### src/rtl/cam_capture_sequencer.sv
// cam_capture_sequencer: frame capture gate and geometry checker in the OV7670 pclk domain
// Define CAP_WATCHDOG_EN to build the WAIT_VS/CAPTURE watchdog.
module cam_capture_sequencer #(
    parameter int W       = 320,
    parameter int H       = 240,
    parameter int LCNT_W  = 9,
    parameter int FCNT_W  = 16,
    parameter int TIMEOUT = 2000000
) (
    input  logic              ov7670_pclk,
    input  logic              reset,
    input  logic              vsync,
    input  logic              href,
    input  logic              arm_req,
    input  logic              single_mode,
    input  logic              we_in,
    output logic              we_out,
    output logic              frame_start,
    output logic              frame_done,
    output logic              frame_err,
    output logic              busy,
    output logic              holding,
    output logic [FCNT_W-1:0] good_cnt,
    output logic [FCNT_W-1:0] err_cnt,
    output logic              timeout
);
    // Byte counter grows when LCNT_W cannot reach 2*W, so a full line never aliases.
    localparam int BCNT_W = (LCNT_W > $clog2(2*W+1)) ? LCNT_W : $clog2(2*W+1);
    localparam logic [BCNT_W-1:0] LINE_BYTES  = BCNT_W'(2*W);
    localparam logic [LCNT_W-1:0] FRAME_LINES = LCNT_W'(H);

    typedef enum logic [2:0] {IDLE, WAIT_VS, CAPTURE, CHECK, HOLD} state_t;
    state_t state;
    logic arm_s1, arm_s2, arm_s3, vsync_d, href_d, mode_q, bad_q;
    logic [LCNT_W-1:0] line_cnt;
    logic [BCNT_W-1:0] byte_cnt;
    logic arm_pulse, vs_fall, vs_rise, href_fall, frame_ok, wd_fire;

    assign arm_pulse = arm_s2 & ~arm_s3;
    assign vs_fall   = vsync_d & ~vsync;
    assign vs_rise   = ~vsync_d & vsync;
    assign href_fall = href_d & ~href;
    assign frame_ok  = (line_cnt == FRAME_LINES) && !bad_q;
    assign we_out    = we_in & (state == CAPTURE);
    assign busy      = state inside {WAIT_VS, CAPTURE, CHECK};
    assign holding   = state == HOLD;

`ifdef CAP_WATCHDOG_EN
    localparam int WD_W = $clog2(TIMEOUT+1);
    logic [WD_W-1:0] wd_cnt;
    logic wd_run, timeout_q;
    assign wd_run  = (state == WAIT_VS || state == CAPTURE) && !vs_fall && !vs_rise;
    assign wd_fire = wd_run && wd_cnt == WD_W'(TIMEOUT-1);
    assign timeout = timeout_q;
    always_ff @(posedge ov7670_pclk or posedge reset) begin
        if (reset) begin
            wd_cnt    <= '0;
            timeout_q <= 1'b0;
        end else begin
            wd_cnt <= (wd_run && !wd_fire) ? wd_cnt + 1'b1 : '0;
            if (wd_fire) timeout_q <= 1'b1;
        end
    end
`else
    assign wd_fire = 1'b0;
    assign timeout = 1'b0;
`endif

    always_ff @(posedge ov7670_pclk or posedge reset) begin
        if (reset) begin
            state       <= IDLE;
            {arm_s1, arm_s2, arm_s3, vsync_d, href_d, mode_q, bad_q} <= 7'b0;
            line_cnt    <= '0;
            byte_cnt    <= '0;
            good_cnt    <= '0;
            err_cnt     <= '0;
            frame_start <= 1'b0;
            frame_done  <= 1'b0;
            frame_err   <= 1'b0;
        end else begin
            {arm_s3, arm_s2, arm_s1} <= {arm_s2, arm_s1, arm_req};
            vsync_d     <= vsync;
            href_d      <= href;
            frame_start <= 1'b0;
            frame_done  <= 1'b0;
            frame_err   <= 1'b0;
            if (wd_fire) begin
                state     <= IDLE;
                frame_err <= 1'b1;
                if (~&err_cnt) err_cnt <= err_cnt + 1'b1;
            end else begin
                case (state)
                    IDLE, HOLD: if (arm_pulse) begin
                        mode_q <= single_mode;
                        state  <= WAIT_VS;
                    end
                    WAIT_VS: if (vs_fall) begin
                        state       <= CAPTURE;
                        frame_start <= 1'b1;
                        line_cnt    <= '0;
                        byte_cnt    <= '0;
                        bad_q       <= 1'b0;
                    end
                    CAPTURE: begin
                        if (href_fall) begin
                            if (byte_cnt != LINE_BYTES) bad_q <= 1'b1;
                            if (~&line_cnt) line_cnt <= line_cnt + 1'b1;
                            byte_cnt <= '0;
                        end else if (href && ~&byte_cnt) byte_cnt <= byte_cnt + 1'b1;
                        if (vs_rise) state <= CHECK;
                    end
                    CHECK: begin
                        frame_done <= frame_ok;
                        frame_err  <= !frame_ok;
                        if (frame_ok) good_cnt <= good_cnt + 1'b1;
                        else if (~&err_cnt) err_cnt <= err_cnt + 1'b1;
                        state <= (frame_ok && mode_q) ? HOLD : WAIT_VS;
                    end
                    default: state <= IDLE;
                endcase
            end
        end
    end
endmodule

### config.mk
export PLATFORM = sky130hd
export DESIGN_NAME = cam_capture_sequencer
export DESIGN_NICKNAME = d
export VERILOG_FILES = /design/src/rtl/cam_capture_sequencer.sv
export SDC_FILE = /design/constraint.sdc
export NUM_CORES = 1
export LEC_CHECK = 0
export BUFFER_PORTS_ARGS = -buffer_cell sky130_fd_sc_hd__buf_2
export CAP_MARGIN = 0
export CORE_MARGIN = 2
export CORE_UTILIZATION = 51
export CTS_BUF_LIST = sky130_fd_sc_hd__clkbuf_16
export DETAILED_ROUTE_END_ITERATION = 10
export PLACE_DENSITY = 0.75
export SLEW_MARGIN = 15
export SYNTH_ARGS = -nofsm -noshare
export SYNTH_HDL_FRONTEND = slang
export SYNTH_SLANG_ARGS = --single-unit
### constraint.sdc
create_clock -name ov7670_pclk -period 1.9 [get_ports ov7670_pclk]
set_input_delay 0.19 -clock ov7670_pclk [delete_from_list [all_inputs] [get_ports ov7670_pclk]]
set_output_delay 0.19 -clock ov7670_pclk [all_outputs]
set_load 0.02 [all_outputs]
After elaboration in Yosys (flattened, before gate mapping)

Cells that the tools add are included.

Register bits after elaboration: 64
Bits in latches: 0
Bits in writable memories: 0
Memory bits (read-only): 0
Input bits: 7
Logic and storage cells: 84
Memories: 0

Add/sub/neg operators: 4
Multipliers: 0
Divide/modulo/power cells: 0
Magnitude comparators: 0
Eq/ne operators: 13
Shift-type cells: 0
Muxes and demuxes: 21
Bitwise logic cells: 11
Reductions and logical operators: 20

Operator list:

| kind                                                                  | number |
|---|---|
| 16-bit by 1-bit adder with 16-bit output, second input constant       | 2 |
| 10-bit two-way mux                                                    | 3 |
| 9-bit two-way mux                                                     | 3 |
| 10-bit one-hot mux with 2 select lines                                | 1 |
| 9-bit one-hot mux with 2 select lines                                 | 1 |
| 16-bit AND reduction                                                  | 1 |
| 3-bit two-way mux                                                     | 4 |
| 3-bit one-hot mux with 4 select lines                                 | 1 |
| 10-bit by 1-bit adder with 10-bit output, second input constant       | 1 |
| 10-bit != test, second input constant                                 | 1 |
| 2-bit != test, second input constant                                  | 5 |
| 10-bit AND reduction                                                  | 1 |
| 9-bit by 1-bit adder with 9-bit output, second input constant         | 1 |
| 9-bit by 8-bit equality test with 1-bit output, second input constant | 1 |
| 3-bit AND reduction                                                   | 3 |
| 9-bit AND reduction                                                   | 1 |
| 4-bit AND reduction                                                   | 2 |
| 1-bit two-way mux                                                     | 7 |
| 3-bit by 2-bit equality test with 1-bit output, second input constant | 2 |
| 1-bit NOT                                                             | 6 |
| 1-bit bitwise AND                                                     | 5 |
| 2-bit AND reduction                                                   | 2 |
| 3-bit by 1-bit equality test with 1-bit output, second input constant | 1 |
| 3-bit equality test, second input constant                            | 1 |
| 9 further kinds                                                       | 13 |

Depth between registers and ports, before layout

Gate-level depths: netlist of run 1.

Word-level depth: 6
Mapped depth: 8
Depth with buffers taken out: 8

Least setup slack after synthesis of run 1

Ideal clock, no wire load.

Path type: flip-flop to flip-flop
From: register line_cnt[0]
To: register err_cnt[6]
Library setup time: 133 ps
Arrival time: 1921 ps
Data required time: 1767 ps
Slack: -154 ps
Stages on the path, launching flop included: 8
Buffers on the path: 0
Clock period less this slack: 2054 ps
Cell sequence: dfrtp_1 inv_1 ha_1 or4b_4 o31ai_4 nor2_1 and3_2 xor2_1

Cells in the longest elaborated chain, start to end: 4

Ends and longest elaborated chain:

| element                                        | line | text |
|---|---|---|
| from (decl)                                    | 35   | `logic [LCNT_W-1:0] line_cnt;` |
| from (signal assigned)                         | 107  | `if (~&line_cnt) line_cnt <= line_cnt + 1'b1;` |
| 9-bit by 8-bit equality test with 1-bit output | 43   | `assign frame_ok = (line_cnt == FRAME_LINES) && !bad_q;` |
| 1-bit logical AND                              | 43   |  |
| 1-bit NOT (no line)                            | n/a  |  |
| 3-bit AND reduction (no line)                  | n/a  |  |
| to (signal assigned)                           | 90   | `if (~&err_cnt) err_cnt <= err_cnt + 1'b1;` |
| to (signal assigned)                           | 116  | `else if (~&err_cnt) err_cnt <= err_cnt + 1'b1;` |
| to (decl)                                      | 24   | `output logic [FCNT_W-1:0] err_cnt,` |

No other way between the ends.
A chain may end at the register's enable or synchronous reset.

Worst setup path after layout of run 1

From: register line_cnt[0]
To: register err_cnt[14]

The elaborated chain is that of the path after synthesis.

==> flow_metrics.py, run 1 <==
metrics = {
    "routing": {
        "drt_iter0_markers": 105,
        "num_vias": 2547,
        "ant_nets": 0,
        "viasPerCell": 5.56,
        "routed_wl_um": 7090,
        "post_drt_wl_per_cell_um": 15.5,
        "firstDrtPassIters": 4,
        "drc": 0,
    },
    "placement": {
        "gp_congestion": 0.917,
        "io_buffers": 44,
        "dp_slack_ns": -0.122,
        "hpwl_um": 4950,
    },
    "min_path": {
        "worstHoldStart": "vsync",
        "hold_path.class": "in -> reg",
    },
    "grt": {
        "grt_pass1_vias": 2664,
        "grt_overflow_total": 0,
        "antenna_found_initial": 0,
        "track_usage": 0.223,
        "grt_start_max_net_pins": 34,
        "grt_pass1_wl_um": 12500,
    },
    "floorplan": {
        "initial_core_util": 0.533,
        "pin_count": 46,
        "die_area_mm2": 0.00688,
        "coreArea_mm2": 0.00596,
        "die_h_um": 82.9,
        "die_w_um": 82.9,
        "rows": 28,
    },
    "yosys": {
        "ys_seq_area_frac": 0.504,
        "syn_nets": 307,
        "syn_inst": 293,
        "yosysWarnings": 0,
        "synth_area_leaders": "dfrtp_1, xnor2_1, nand4_1",
        "synth-async-reset-ratio": 1.00,
        "yosys.area.top_type_share": 0.504,
        "yosys.area.top_type": "dfrtp_1",
        "ys_ff_latch": 64,
        "syn_avg_cell_area_um2": 10.8,
        "syn_area_mm2": 0.00318,
        "synthFlopType": "dfrtp_1",
        "synth_edf_count": 0,
        "synth.distinct_cells": 48,
    },
    "cts": {
        "clock_latency_ns": 0.33,
        "clk_pin_slew_ns": 0.05,
        "cts_buffer_depth": 2,
        "cts_sinks": 64,
        "numCtsBuffers": 9,
        "htreeDepth": 3,
        "cts_tree": "built",
        "root_buffer": "clkbuf_16",
    },
    "cells_and_area": {
        "diodes": 0,
        "area.growth.synth_to_final_pct": 29.7,
        "final_common_cell": "dfrtp_1",
        "multi_input_area_mm2": 0.00157,
        "finish.net_count": 392,
        "drive_gt1_frac": 0.326,
        "post-route-util": 0.692,
        "layout_common_cells": "dfrtp_1, buf_2, buf_4",
        "n_fill_cell": 407,
        "seq_area_mm2": 0.00160,
    },
    "sta": {
        "layout_min_cycle_time_ns": 2.03,
        "finalMaxSlewViolations": 0,
        "max_freq_mhz": 493,
        "rsz0062_at_grt": "true",
        "finalSetupViolCount": 22,
        "min_period_over_period": 1.07,
        "setup_ws_ns": -0.130,
        "finClkSkew_ns": 0.00810,
        "final_hold_viol_count": 0,
    },
    "run": {
        "maxCapViolCount": 0,
    },
    "critical_path": {
        "worst-path-max-fanout": 4,
        "slowest_stage": "or4b_4",
        "cp.required_ns": 2.11,
        "startpoint": "line_cnt[0]",
        "start_kind": "flop",
        "reg2reg_slack_ns": -0.13,
        "slowest_delay_ns": 0.52,
        "critical_path_arrival_ns": 2.24,
        "cp-end-kind": "flop",
        "rr_startpoint": "line_cnt[0]",
        "criticalPathCategory": "reg -> reg",
        "worstPathCellList": "inv_1 > ha_1 > or4b_4 > o31ai_4 > inv_2 > and3_4 > mux2_4",
    },
    "power": {
        "power_frac_clock": 0.388,
        "seq_power_share": 0.371,
        "powerDensity_mw_per_mm2": 1050,
        "power.combinational.fraction": 0.241,
        "vdd_ir_drop_max_mv": 0.559,
        "power.internal_mw": 3.07,
        "power.leakage_nw": 2.02,
        "switching_share": 0.290,
        "p_switching_mw": 1.26,
    },
    "status": {
        "violations": "setup timing",
        "status": "finished with violations",
    },
}
-- critical path, delay by kind of cell, from the launching register on --
kind            cells  cell delay [ns]
compound gates      1             0.28
fa+ha+maj           1             0.14
buf+inv             2             0.15
flops               1             0.39
mux                 1             0.28
simple gates        2             0.68
-- path summary, 6_finish.rpt --
check | cells past startpoint | endpoint
max in group asynchronous | 4 | err_cnt[0]
min | 1 | vsync_d
min reg2reg | 0 | arm_s2
max reg2reg | 7 | err_cnt[14]
min in group asynchronous | 3 | frame_err
max | 7 | err_cnt[14]
-- timing repair --
action | 4_1_cts | 5_1_grt
buffers inserted | 2 | 1
gates resized for setup | 14 | 7
endpoints found under the setup margin | 37 | 48
hold endpoints to repair | 17 | 0
hold buffers | 2 | 0
pin swaps | 15 | 12
-- per-layer routing --
metal  track usage  vias up  part of all wire
met5             0        -                 0
li1              -     1228                 -
met3        0.0477        9             0.042
met1         0.285     1246              0.44
met2         0.367       64              0.50
met4        0.0954        0             0.015
-- final cells by class --
type,instances,area share
well taps,75,0.0228
clock inverters,7,0.0191
inverters,11,0.0100
clock buffers,9,0.0546
repair buffers,80,0.125
flip-flops and latches,64,0.389
multi-input cells,212,0.380
-- cell usage after synthesis, types with 5 or more instances --
master    instances
a21oi_1           7
and3_1           10
and4_1            6
dfrtp_1          64
ha_1              7
inv_1            10
nand2_1          22
nand2b_1          5
nand3_1          18
nand4_1          17
nor2_1           22
nor3_1           10
o21ai_0          10
xnor2_1          27
xor2_1            7
-- registers in the layout, indices dropped and copies added (netlist names) --
signal	cells
frame_start	1
line_cnt	9
frame_err	1
arm_s2	1
arm_s3	1
vsync_d	1
frame_done	1
err_cnt	16
href_d	1
byte_cnt	10
mode_q	1
state	3
arm_s1	1
good_cnt	16
bad_q	1
-- cell families after synthesis --
family                   Yosys count  share of synthesized area
other                              1                    0.00118
multiplexers                       5                     0.0185
XOR/XNOR                          34                     0.0937
buffers and inverters             17                     0.0398
adder cells (fa/ha/maj)            7                     0.0276
AND/OR/NAND/NOR                  131                      0.242
flip-flops                        64                      0.504
AO/OA/AOI/OAI                     34                     0.0733
-- power by group through the flow --
stage	clock network [mW]	registers [mW]	logic [mW]
floorplan	0	1.67	0.617
global placement	0	1.62	0.960
detailed placement	0	1.63	0.986
CTS	1.70	1.61	1.03
global route	1.76	1.63	1.16
finish	1.68	1.61	1.04
-- per-stage QoR --
step / TNS, ns / cell area, µm² / hold slack, ns / instances / power, mW
global placement: -0.536 / 3680 / 0.196 / 437 / 2.58
CTS: -1.04 / 4080 / 0.00800 / 457 / 4.34
finish: -1.14 / 4120 / 0.00719 / 458 / 4.33
detailed placement: -1.99 / 3680 / 0.201 / 437 / 2.61
floorplan: -0.495 / 3210 / 0.221 / 293 / 2.29
global route: -3.63 / 4120 / 0.0166 / 458 / 4.54
(Power assumes the default switching activity.)
==> run 2: changes to the inputs <==
==> constraint.sdc (replaced) <==
create_clock -name ov7670_pclk -period 1.9 [get_ports ov7670_pclk]
set_input_delay 0.285 -clock ov7670_pclk [delete_from_list [all_inputs] [get_ports ov7670_pclk]]
set_output_delay 0.285 -clock ov7670_pclk [all_outputs]
set_load 0.02 [all_outputs]
==> flow_metrics.py, run 2 (synthesis results as in run 1) <==
metrics = {
    "status": {
        "status": "finished with violations",
        "violations": "hold timing, setup timing",
    },
    "floorplan": {
        "initial_core_util": 0.533,
        "die_w_um": 82.9,
        "rows": 28,
        "coreArea_mm2": 0.00596,
        "die_area_mm2": 0.00688,
        "pin_count": 46,
        "die_h_um": 82.9,
    },
    "grt": {
        "track_usage": 0.210,
        "grt_pass1_wl_um": 11900,
        "grt_pass1_vias": 2595,
        "grt_start_max_net_pins": 34,
        "antenna_found_initial": 0,
        "grt_overflow_total": 0,
    },
    "routing": {
        "num_vias": 2551,
        "ant_nets": 0,
        "post_drt_wl_per_cell_um": 15.5,
        "routed_wl_um": 7040,
        "firstDrtPassIters": 4,
        "drc": 0,
        "viasPerCell": 5.63,
        "drt_iter0_markers": 102,
    },
    "critical_path": {
        "cp.required_ns": 2.11,
        "start_kind": "flop",
        "cp-end-kind": "flop",
        "critical_path_arrival_ns": 2.23,
        "worst-path-max-fanout": 4,
        "criticalPathCategory": "reg -> reg",
    },
    "sta": {
        "final_hold_viol_count": 2,
        "rsz0062_at_grt": "true",
        "finalSetupViolCount": 24,
        "max_freq_mhz": 497,
        "layout_min_cycle_time_ns": 2.01,
        "finalMaxSlewViolations": 0,
        "fin_tns_setup_ns": -1.09,
        "min_period_over_period": 1.06,
        "hold_ws_ns": -0.000543,
        "worstMarginPinSlew_ns": 0.547,
        "finClkSkew_ns": 0.00606,
        "setup_ws_ns": -0.114,
        "relSlewSlack": 0.635,
    },
    "cts": {
        "clk_pin_slew_ns": 0.05,
        "ctsHoldBuffers": 0,
        "cts_buffer_depth": 2,
        "cts_tree": "built",
        "htreeDepth": 3,
        "numCtsBuffers": 9,
        "cts_sinks": 64,
        "root_buffer": "clkbuf_16",
        "clock_latency_ns": 0.33,
    },
    "cells_and_area": {
        "diodes": 0,
        "finish.net_count": 387,
        "stdcell_count": 453,
        "drive_gt1_frac": 0.325,
        "n_fill_cell": 451,
        "final_area_mm2": 0.00410,
        "area.growth.synth_to_final_pct": 28.9,
        "layout_common_cells": "dfrtp_1, buf_2, xnor2_1, buf_4, nand2_1",
        "top_regs": "err_cnt x16, good_cnt x16, byte_cnt x10",
        "post-route-util": 0.688,
        "final_common_cell": "dfrtp_1",
    },
    "power": {
        "power_frac_clock": 0.369,
        "power.leakage_nw": 1.99,
        "powerDensity_mw_per_mm2": 1030,
        "seq_power_share": 0.380,
        "power.combinational.fraction": 0.251,
        "power_mw": 4.22,
        "vdd_ir_drop_max_mv": 0.727,
        "power.internal_mw": 2.95,
        "switching_share": 0.302,
        "p_switching_mw": 1.28,
    },
    "placement": {
        "io_buffers": 44,
        "dp.cells": 434,
        "dp_slack_ns": -0.119,
        "hpwl_um": 4730,
        "place_area_mm2": 0.00366,
        "gp_congestion": 0.905,
    },
    "min_path": {
        "hold_path.class": "in -> async",
    },
    "run": {
        "maxCapViolCount": 0,
    },
}
[run 2: changes by cell type in the layout (fill, tap and decap cells not counted), moves of 2 or more]
cell,change
buf_4,-5
buf_6,+3
clkinv_1,-3
clkinv_2,+3
dlygate4sd3_1,-2
inv_1,+2
nor3_2,-2
nor3_4,+2
[run 2: worst paths after layout]
| path | depth (start not counted) | from | slack (ns) | end |
|---|---|---|---|---|
| setup / recovery | 7 | line_cnt[0] | -0.11 | err_cnt[14] |
| hold / removal | 2 | reset | -0.0005 | err_cnt[10] |
| max in group asynchronous | 3 | reset | 1.33 | byte_cnt[8] |
| setup reg to reg | 7 | line_cnt[0] | -0.11 | err_cnt[14] |
| hold reg to reg | 0 | arm_s1 | 0.35 | arm_s2 |
| min in group ov7670_pclk | 1 | arm_req | 0.06 | arm_s1 |
[run 2: layout make-up]
type / instances / area (µm²) / area share
clock buffer: 9 / 225 / 0.0550
clock inverter: 7 / 56.3 / 0.0137
inverter: 11 / 41.3 / 0.0101
multi-input combinational: 212 / 1590 / 0.389
sequential: 64 / 1600 / 0.391
tap: 75 / 93.8 / 0.0229
timing repair buffer: 75 / 487 / 0.119
[run 2: critical path, cell delays in order, from the launching register on]
cell	delay, ns
dfrtp_1	0.39
inv_1	0.07
ha_2	0.15
or4b_4	0.52
o31ai_4	0.27
inv_2	0.06
and3_4	0.15
mux2_4	0.28
[run 2: timing repair]
item | in CTS | in global routing
gates resized for setup | 9 | 19
cloned | 0 | 0
setup buffers | 1 | 3
pin swaps | 13 | 13
setup endpoints to repair | 37 | 44
[run 2: power groups by stage]
| stage | Clock, mW | Sequential, mW | Combinational [mW] |
|---|---|---|---|
| after detailed placement | 0 | 1.63 | 0.975 |
| after global placement | 0 | 1.62 | 0.946 |
| after floorplan | 0 | 1.67 | 0.617 |
| final | 1.56 | 1.60 | 1.06 |
| after CTS | 1.57 | 1.60 | 1.02 |
| after global routing | 1.63 | 1.62 | 1.17 |
[run 2: per-layer routing]
metal  vias up  track usage  wire, µm
met1      1283        0.266      3200
met4         0       0.0790        98
li1       1218            -         -
met5         -            0         0
met2        42        0.355      3520
met3         8       0.0437       216
